`src/rtl/mux_rr_arbiter.sv`:
```
`default_nettype none
// ============================================================================
//  Module   : mux_rr_arbiter
//  Purpose  : Round-robin scheduler that shares one 4:1 NUM_OF_BITS-wide
//             selector datapath among four requesters. A programmable hold
//             limit bounds how long one requester may keep the shared word.
//
//  Ports    : clock  - system clock, all state updates on the rising edge
//             reset  - synchronous, active-high reset
//             REQ    - level request lines, REQ[i] belongs to requester i
//             A..D   - data words of requesters 0..3
//             GNT    - registered one-hot grant, zero when idle
//             SEL    - registered selector code of the current owner
//             OUT    - shared word, the owner's data while VALID, else 0
//             VALID  - registered, high while some requester owns OUT
//
//  Revision : 1.0 - initial release
// ============================================================================
module mux_rr_arbiter #(
    parameter int NUM_OF_BITS = 4,
    parameter int HOLD_MAX    = 4
) (
    input  logic                   clock,
    input  logic                   reset,
    input  logic [3:0]             REQ,
    input  logic [NUM_OF_BITS-1:0] A,
    input  logic [NUM_OF_BITS-1:0] B,
    input  logic [NUM_OF_BITS-1:0] C,
    input  logic [NUM_OF_BITS-1:0] D,
    output logic [3:0]             GNT,
    output logic [1:0]             SEL,
    output logic [NUM_OF_BITS-1:0] OUT,
    output logic                   VALID
);

    // Hold counter must reach HOLD_MAX; one bit is enough when the limit is
    // disabled (the counter then only saturates and is never compared).
    localparam int                   c_CNT_W    = (HOLD_MAX < 2) ? 1 : $clog2(HOLD_MAX + 1);
    localparam logic [c_CNT_W-1:0]   c_HOLD_LIM = c_CNT_W'(HOLD_MAX);
    localparam logic [c_CNT_W-1:0]   c_HOLD_ONE = c_CNT_W'(1);
    localparam logic [c_CNT_W-1:0]   c_HOLD_SAT = {c_CNT_W{1'b1}};

    localparam logic [0:0] c_ST_IDLE = 1'b0;
    localparam logic [0:0] c_ST_BUSY = 1'b1;

    logic [0:0]         r_state;
    logic [3:0]         r_gnt;
    logic [1:0]         r_sel;
    logic               r_valid;
    logic [1:0]         r_last;
    logic [c_CNT_W-1:0] r_hold;

    logic [1:0]         w_base;
    logic [1:0]         w_idx;
    logic [1:0]         w_winner;
    logic               w_found;
    logic               w_any;
    logic               w_release;

    // The scan starts just after the most recent owner. In BUSY that is the
    // current owner, so it is naturally visited last and only wins again when
    // it is the sole requester left.
    assign w_base = (r_state == c_ST_BUSY) ? r_sel : r_last;
    assign w_any  = |REQ;

    always_comb begin
        w_winner = 2'd0;
        w_found  = 1'b0;
        w_idx    = 2'd0;
        for (int k = 1; k <= 4; k++) begin
            w_idx = w_base + k[1:0];
            if (!w_found && REQ[w_idx]) begin
                w_winner = w_idx;
                w_found  = 1'b1;
            end
        end
    end

    // Ownership ends when the owner lets go of its request or, with a nonzero
    // limit, once it has held the word for HOLD_MAX consecutive cycles.
    assign w_release = !REQ[r_sel] ||
                       ((HOLD_MAX != 0) && (r_hold == c_HOLD_LIM));

    always_ff @(posedge clock) begin
        if (reset) begin
            r_state <= c_ST_IDLE;
            r_gnt   <= 4'b0000;
            r_sel   <= 2'd0;
            r_valid <= 1'b0;
            r_hold  <= '0;
            r_last  <= 2'd3;
        end else begin
            case (r_state)
                c_ST_IDLE: begin
                    if (w_any) begin
                        r_state <= c_ST_BUSY;
                        r_gnt   <= 4'b0001 << w_winner;
                        r_sel   <= w_winner;
                        r_valid <= 1'b1;
                        r_hold  <= c_HOLD_ONE;
                        r_last  <= w_winner;
                    end
                end
                c_ST_BUSY: begin
                    if (!w_release) begin
                        if (r_hold != c_HOLD_SAT) begin
                            r_hold <= r_hold + 1'b1;
                        end
                    end else if (w_any) begin
                        // Hand over on the same edge: no idle bubble.
                        r_gnt   <= 4'b0001 << w_winner;
                        r_sel   <= w_winner;
                        r_valid <= 1'b1;
                        r_hold  <= c_HOLD_ONE;
                        r_last  <= w_winner;
                    end else begin
                        // SEL deliberately keeps the last owner's code.
                        r_state <= c_ST_IDLE;
                        r_gnt   <= 4'b0000;
                        r_valid <= 1'b0;
                        r_hold  <= '0;
                    end
                end
                default: begin
                    r_state <= c_ST_IDLE;
                    r_gnt   <= 4'b0000;
                    r_valid <= 1'b0;
                    r_hold  <= '0;
                end
            endcase
        end
    end

    assign GNT   = r_gnt;
    assign SEL   = r_sel;
    assign VALID = r_valid;

    // Data passes straight through while owned; forced to zero when idle.
    always_comb begin
        OUT = '0;
        if (r_valid) begin
            case (r_sel)
                2'd0:    OUT = A;
                2'd1:    OUT = B;
                2'd2:    OUT = C;
                default: OUT = D;
            endcase
        end
    end

endmodule
`default_nettype wire

```
`config.mk`:
```
export PLATFORM = sky130hd
export DESIGN_NAME = mux_rr_arbiter
export DESIGN_NICKNAME = d
export VERILOG_FILES = /design/src/rtl/mux_rr_arbiter.sv
export SDC_FILE = /design/constraint.sdc
export NUM_CORES = 1
export LEC_CHECK = 0
export ABC_AREA = 1
export ABC_CLOCK_PERIOD_IN_PS = 2050
export BUFFER_PORTS_ARGS = -buffer_cell sky130_fd_sc_hd__buf_2
export CORE_UTILIZATION = 50
export CTS_CLUSTER_SIZE = 10
export DETAILED_ROUTE_END_ITERATION = 16
export GPL_TIMING_DRIVEN = 0
export PLACE_DENSITY_LB_ADDON = 0.25
export SYNTH_ARGS = -nofsm -noshare
export SYNTH_HDL_FRONTEND = slang
export SYNTH_SLANG_ARGS = --single-unit
```
`constraint.sdc`:
```
create_clock -name clock -period 2.05 [get_ports clock]
set_clock_uncertainty 0.1 [all_clocks]
set_input_delay 0.41 -clock clock [delete_from_list [all_inputs] [get_ports clock]]
set_output_delay 0.41 -clock clock [all_outputs]
set_load 0.03 [all_outputs]
```
==> key figures, run 1 <==
Outcome
  – Outcome: finished clean

Setup path
  – Crit Path Class: reg -> out
  – R2R Path End: GNT[3]$_SDFFE_PP0P_
  – R2r setup slk: 270 ps
  – CP cell instances: nor2_2, nand2_1, a31o_2, inv_1, buf_2
  – Critical path's slowest cell: dfxtp_4
  – FF-to-FF path depth: 13
  – Worst R2R Start: r_state$_SDFF_PP0_
  – Worst path max stage delay: 380 ps
  – Critical path capture point type: primary output
  – WP data required: 1540 ps
  – CP Max Fanout: 9
  – Crit start category: flop
  – CP Data Arrival Time: 1430 ps

Floorplanning
  – Initial cell density of the core: 53.1%
  – Vert. Die Dim: 47.7 um
  – Core ar.: 1960 um2
  – Die area: 2270 um2
  – Cell Rows: 16
  – Die W: 47.7 um
  – Ports: 33

Routing
  – Drt initial violations: 33
  – # DRC: 0
  – Post-Route WL: 2500 um
  – Vias per cell: 4.97
  – Met3 WL: 92 um
  – Max layer used: met4
  – Routed wire per std cell: 10.4 um
  – Vias post-DR: 1197
  – WL met2: 1270 um
  – Met1 Wirelength: 1100 um
  – ANT nets after route: 0
  – Drt pass-1 iters: 4

Synthesis
  – Post-synthesis sequential area ratio: 25.0%
  – Cell taking the most area after synthesis: dfxtp_1
  – Seq cells post-synth: 13
  – Syn Area/Cell: 5.86 um2
  – Yosys top cell area share: 25.0%
  – Distinct cells, synth: 21
  – Synth warn: 0
  – Area contributors post-synth: dfxtp_1, nand2_1, inv_1
  – Mapped cell area: 1040 um2
  – Post-Syn Instances: 178
  – Syn nets: 203

Cells and area
  – Most frequent cells in the layout: nand2_1, buf_2, inv_1
  – Leading cell type in the layout, fill and taps excluded: nand2_1
  – Synth-to-layout area growth: 22.7%
  – Layout Nets: 240
  – Util after Layout: 65.2%
  – Antenna Cells: 0
  – Layout cells sized above 1: 27.1%

Clocking
  – Clk buf depth: 2
  – Worst skew pair latency: 270 ps
  – Root Driver: clkbuf_4
  – Clock sink count: 13
  – Num CTS Buffers: 3
  – Post-CTS setup buffers: 0
  – H-tree Lvls: 1
  – CTS tree: built
  – Post-CTS Hold Buffers: 0
  – Reg clk slew, reported paths: 70 ps

Hold path
  – Min-Delay Path Depth: 3
  – Min-Delay Path Class: in -> reg
  – Hold Crit Start: reset
  – Hold Path Sink: r_last[1]$_SDFFE_PP1P_

Run
  – Maxcap violations: 0

GRT
  – Grt ovf: 0
  – Number of global-route vias before repair: 948
  – Pin count of the biggest net entering global routing: 11
  – First-pass GRT wire length: 3590 um
  – Initial antenna violation count: 0
  – GRT Total Usage: 22.3%

STA
  – Final Hold Fails: 0
  – Worst-margin pin slew: 709 ps
  – Period minus WS final: 1940 ps
  – Period utilization: 94.5%
  – RSZ-0062 raised after global routing: false
  – Finish-stage setup viols: 0
  – Fin. max-slew vios: 0
  – Final setup TNS: 0 ps
  – Fmax: 0.516 GHz
  – Worst rel slew slack: 52.3%

Placed design
  – DP Wirelength: 2060 um
  – Placer congestion estimate: 0.825
  – Number of port buffers: 32

Pwr
  – Leakage: 0.740 nW
  – Pwr per Cell Area: 1040 nW/um2
  – VDD IR max: 0.650 mV
## worst max-delay path by stage
stage / endpoint / depth (start not counted) / slack [ps] / from
after CTS: OUT[1] / 5 / 30 / SEL[1]$_SDFFE_PP0P_
after detailed placement: GNT[0]$_SDFFE_PP0P_ / 8 / 30 / REQ[0]
final: OUT[2] / 5 / 110 / SEL[1]$_SDFFE_PP0P_
after floorplan: OUT[2] / 5 / 200 / SEL[0]$_SDFFE_PP0P_
after global routing: OUT[2] / 5 / 6 / SEL[1]$_SDFFE_PP0P_
after global placement: GNT[3]$_SDFFE_PP0P_ / 8 / 90 / REQ[0]
## synth_stat cells
library cell  count
a21oi_1          12
a22oi_1           2
a31o_2            2
clkbuf_1          1
dfxtp_1          13
ha_1              3
inv_1            25
inv_2             2
nand2_1          69
nand2_2           7
nand2_4           2
nand3_1           8
nand3_2           2
nand3_4           1
nand3b_1          1
nand4_1           4
nor2_1           11
nor2_2            1
nor4_1            1
o211ai_1          1
o21ai_0          10
## routing by layer
layer / GRT usage, % / vias to the layer above
met1: 24.2 / 511
li1: - / 640
met3: 1.89 / 5
met2: 42.7 / 41
met4: 11.1 / 0
met5: 0 / -
## where the power goes
| group | switching, mW | internal, mW |
|---|---|---|
| registers | 0.0608 | 0.319 |
| clock network | 0.0780 | 0.0754 |
| logic | 0.546 | 0.254 |
## sequential cells by signal, summed over array words and instances, names as in the netlist
register,cells
r_last,2
r_state,1
SEL,2
VALID,1
GNT,4
r_hold,3
## kinds of logic (layout without fill, tap and decap cells)
kind of cell    count (synthesis)  count (layout)  synth area share [%]
compound gates                 27              27                  14.4
fa+ha+maj                       3               3                  3.60
buf+inv                        28              64                  10.1
flops                          13              13                  25.0
simple gates                  107             107                  46.9
## per-stage QoR
step / instance area, um2 / power [mW] / worst slack [ps] / hold slack [ps] / std cells
after floorplan: 1040 / 0.975 / 195 / 375 / 178
after global placement: 1240 / 1.14 / 92.9 / 353 / 237
after global routing: 1280 / 1.45 / 6.14 / 326 / 241
final: 1280 / 1.33 / 112 / 312 / 241
after CTS: 1260 / 1.32 / 30.6 / 308 / 241
after detailed placement: 1240 / 1.17 / 30.6 / 354 / 237
## timing repair
action / in CTS / in global routing
endpoints found under the setup margin: 2 / 12
gates cloned: 0 / 0
resized for setup: 2 / 6
hold endpoints to repair: 0 / 0
## worst max-delay path, delay by kind of cell (launching register included)
kind            cells  cell delay [ps]
simple gates        2              300
buf+inv             2              240
compound gates      1              250
flops               1              380
## final cells by class
cell class	count	area (um2)
Buffer	1	3.75
Clock buffer	4	26.3
Fill cell	215	683
Inverter	27	101
Multi-Input combinational cell	137	684
Sequential cell	13	269
Tap cell	27	33.8
Timing Repair Buffer	32	160
(Power assumes the default switching activity.)
==> inputs of run 2 (changes only) <==
==> constraint.sdc (replaced) <==
create_clock -name clock -period 2.05 [get_ports clock]
set_clock_uncertainty 0.1 [all_clocks]
set_input_delay 0.1025 -clock clock [delete_from_list [all_inputs] [get_ports clock]]
set_output_delay 0.1025 -clock clock [all_outputs]
set_load 0.03 [all_outputs]
==> key figures, run 2 (synthesized netlist as in run 1, its figures left out) <==
Floorplanning
  – Die area: 2270 um2
  – Initial cell density of the core: 53.1%
  – Vert. Die Dim: 47.7 um
  – Ports: 33
  – Core ar.: 1960 um2
  – Cell Rows: 16
  – Die W: 47.7 um

Pwr
  – Pwr per Cell Area: 1050 nW/um2
  – Tot Pwr: 1.33 mW
  – Net Sw Power: 0.687 mW
  – Gate power share: 60.2%
  – Leakage: 0.740 nW
  – Clock share of power: 11.6%
  – Switch share: 51.6%
  – Pint: 0.644 mW
  – VDD IR max: 0.650 mV
  – Share of power burned in registers: 28.3%

Setup path
  – Critical path's slowest cell: dfxtp_2
  – R2r setup slk: 240 ps
  – Critical path origin: SEL[0]$_SDFFE_PP0P_
  – Worst setup endpoint: r_hold[2]$_SDFFE_PP0P_
  – Worst R2R Start: SEL[0]$_SDFFE_PP0P_
  – FF-to-FF path depth: 11
  – Crit Path Class: reg -> reg
  – Worst path most repeated cell: nand2_1
  – R2R Path End: r_hold[2]$_SDFFE_PP0P_
  – Worst path max stage delay: 410 ps
  – WP data required: 2120 ps
  – CP Data Arrival Time: 1870 ps
  – Crit start category: flop
  – CP Max Fanout: 8
  – CP cell instances: inv_1, nor2_2, a22oi_1, nand2_1, nand2_1, nor2_2, nand2_1, nand2_1, inv_1, o21ai_0, nor2_1
  – Critical path capture point type: flop

Clocking
  – Root Driver: clkbuf_4
  – Clock sink count: 13
  – Worst skew pair latency: 270 ps
  – Num CTS Buffers: 3
  – Reg clk slew, reported paths: 70 ps
  – Clk buf depth: 2
  – CTS tree: built
  – H-tree Lvls: 1

Outcome
  – Outcome: finished clean

Run
  – Maxcap violations: 0

Cells and area
  – Util after Layout: 64.9%
  – Leading cell type in the layout, fill and taps excluded: nand2_1
  – Filler Cell Count: 218
  – Max reg flops: 4
  – Fin cells: 241
  – Synth-to-layout area growth: 22.2%
  – Most frequent cells in the layout: nand2_1, buf_2, inv_1
  – Antenna Cells: 0
  – Layout Nets: 240
  – Layout cells sized above 1: 27.1%
  – Final Cell Area: 1270 um2

Placed design
  – DP Wirelength: 2060 um
  – Number of port buffers: 32
  – Placed Area: 1240 um2
  – Pre-CTS setup slack: 73.0 ps
  – Placer congestion estimate: 0.825
  – Placed cell count: 237

STA
  – Final Hold Fails: 0
  – Final Worst Setup Slack: 244 ps
  – Finish-stage setup viols: 0
  – Period minus WS final: 1810 ps
  – Period utilization: 88.1%
  – Worst rel slew slack: 52.2%
  – Worst-margin pin slew: 710 ps
  – Hold WS: 6.12 ps
  – Fin. max-slew vios: 0
  – Fmax: 0.554 GHz
  – Final setup TNS: 0 ps

Routing
  – Drt pass-1 iters: 4
  – Post-Route WL: 2510 um
  – # DRC: 0
  – Routed wire per std cell: 10.4 um
  – Max layer used: met4
  – Met1 Wirelength: 1130 um
  – Met3 WL: 81 um
  – ANT nets after route: 0
  – Vias post-DR: 1195
  – Drt initial violations: 36
  – Vias per cell: 4.96
  – WL met2: 1250 um

GRT
  – Pin count of the biggest net entering global routing: 11
  – First-pass GRT wire length: 3570 um
  – GRT Total Usage: 22.2%
  – Initial antenna violation count: 0
  – Number of global-route vias before repair: 944
  – Grt ovf: 0

Hold path
  – Min-Delay Path Class: in -> reg
## run 2: routing by layer
layer,vias to the layer above,global-route usage (%)
met5,-,0
met4,0,11.1
met3,7,1.51
met2,36,42.7
met1,513,24.2
li1,639,-
## run 2: how the worst min path moves through the flow
stage / start / endpoint / slack [ps] / cells after the start
finish: reset / r_last[1]$_SDFFE_PP1P_ / 6 / 3
floorplan: reset / r_last[1]$_SDFFE_PP1P_ / 140 / 2
CTS: reset / r_last[1]$_SDFFE_PP1P_ / 0.5 / 3
detailed placement: reset / r_last[1]$_SDFFE_PP1P_ / 290 / 3
global route: reset / r_last[1]$_SDFFE_PP1P_ / 20 / 3
global placement: reset / r_last[1]$_SDFFE_PP1P_ / 260 / 3
## run 2: what timing repair did
action,CTS,global route
setup buffers,0,0
endpoints found under the setup margin,0,11
gates resized for setup,0,7
hold buffers,0,0
## run 2: cell type report
class	count	area [um2]	share of cell area [%]
flip-flops and latches	13	264	20.7
plain buffers	1	3.75	0.295
multi-input cells	137	684	53.7
clock buffers	4	26.3	2.06
repair buffers	32	160	12.6
inverters	27	101	7.96
well taps	27	33.8	2.65
## run 2: power groups by stage
stage	registers [mW]	clock network, mW	logic [mW]
2_1_floorplan	0.444	0	0.531
3_3_place_gp	0.370	0	0.768
3_5_place_dp	0.375	0	0.791
4_1_cts	0.369	0.157	0.794
5_1_grt	0.387	0.164	0.897
6_report	0.376	0.154	0.801
## run 2: critical path, delay by kind of cell, from the launching register on
| family | cells | cell delay [ps] |
|---|---|---|
| buffers and inverters | 2 | 190 |
| AO/OA/AOI/OAI | 2 | 250 |
| AND/OR/NAND/NOR | 7 | 760 |
| flip-flops | 1 | 410 |
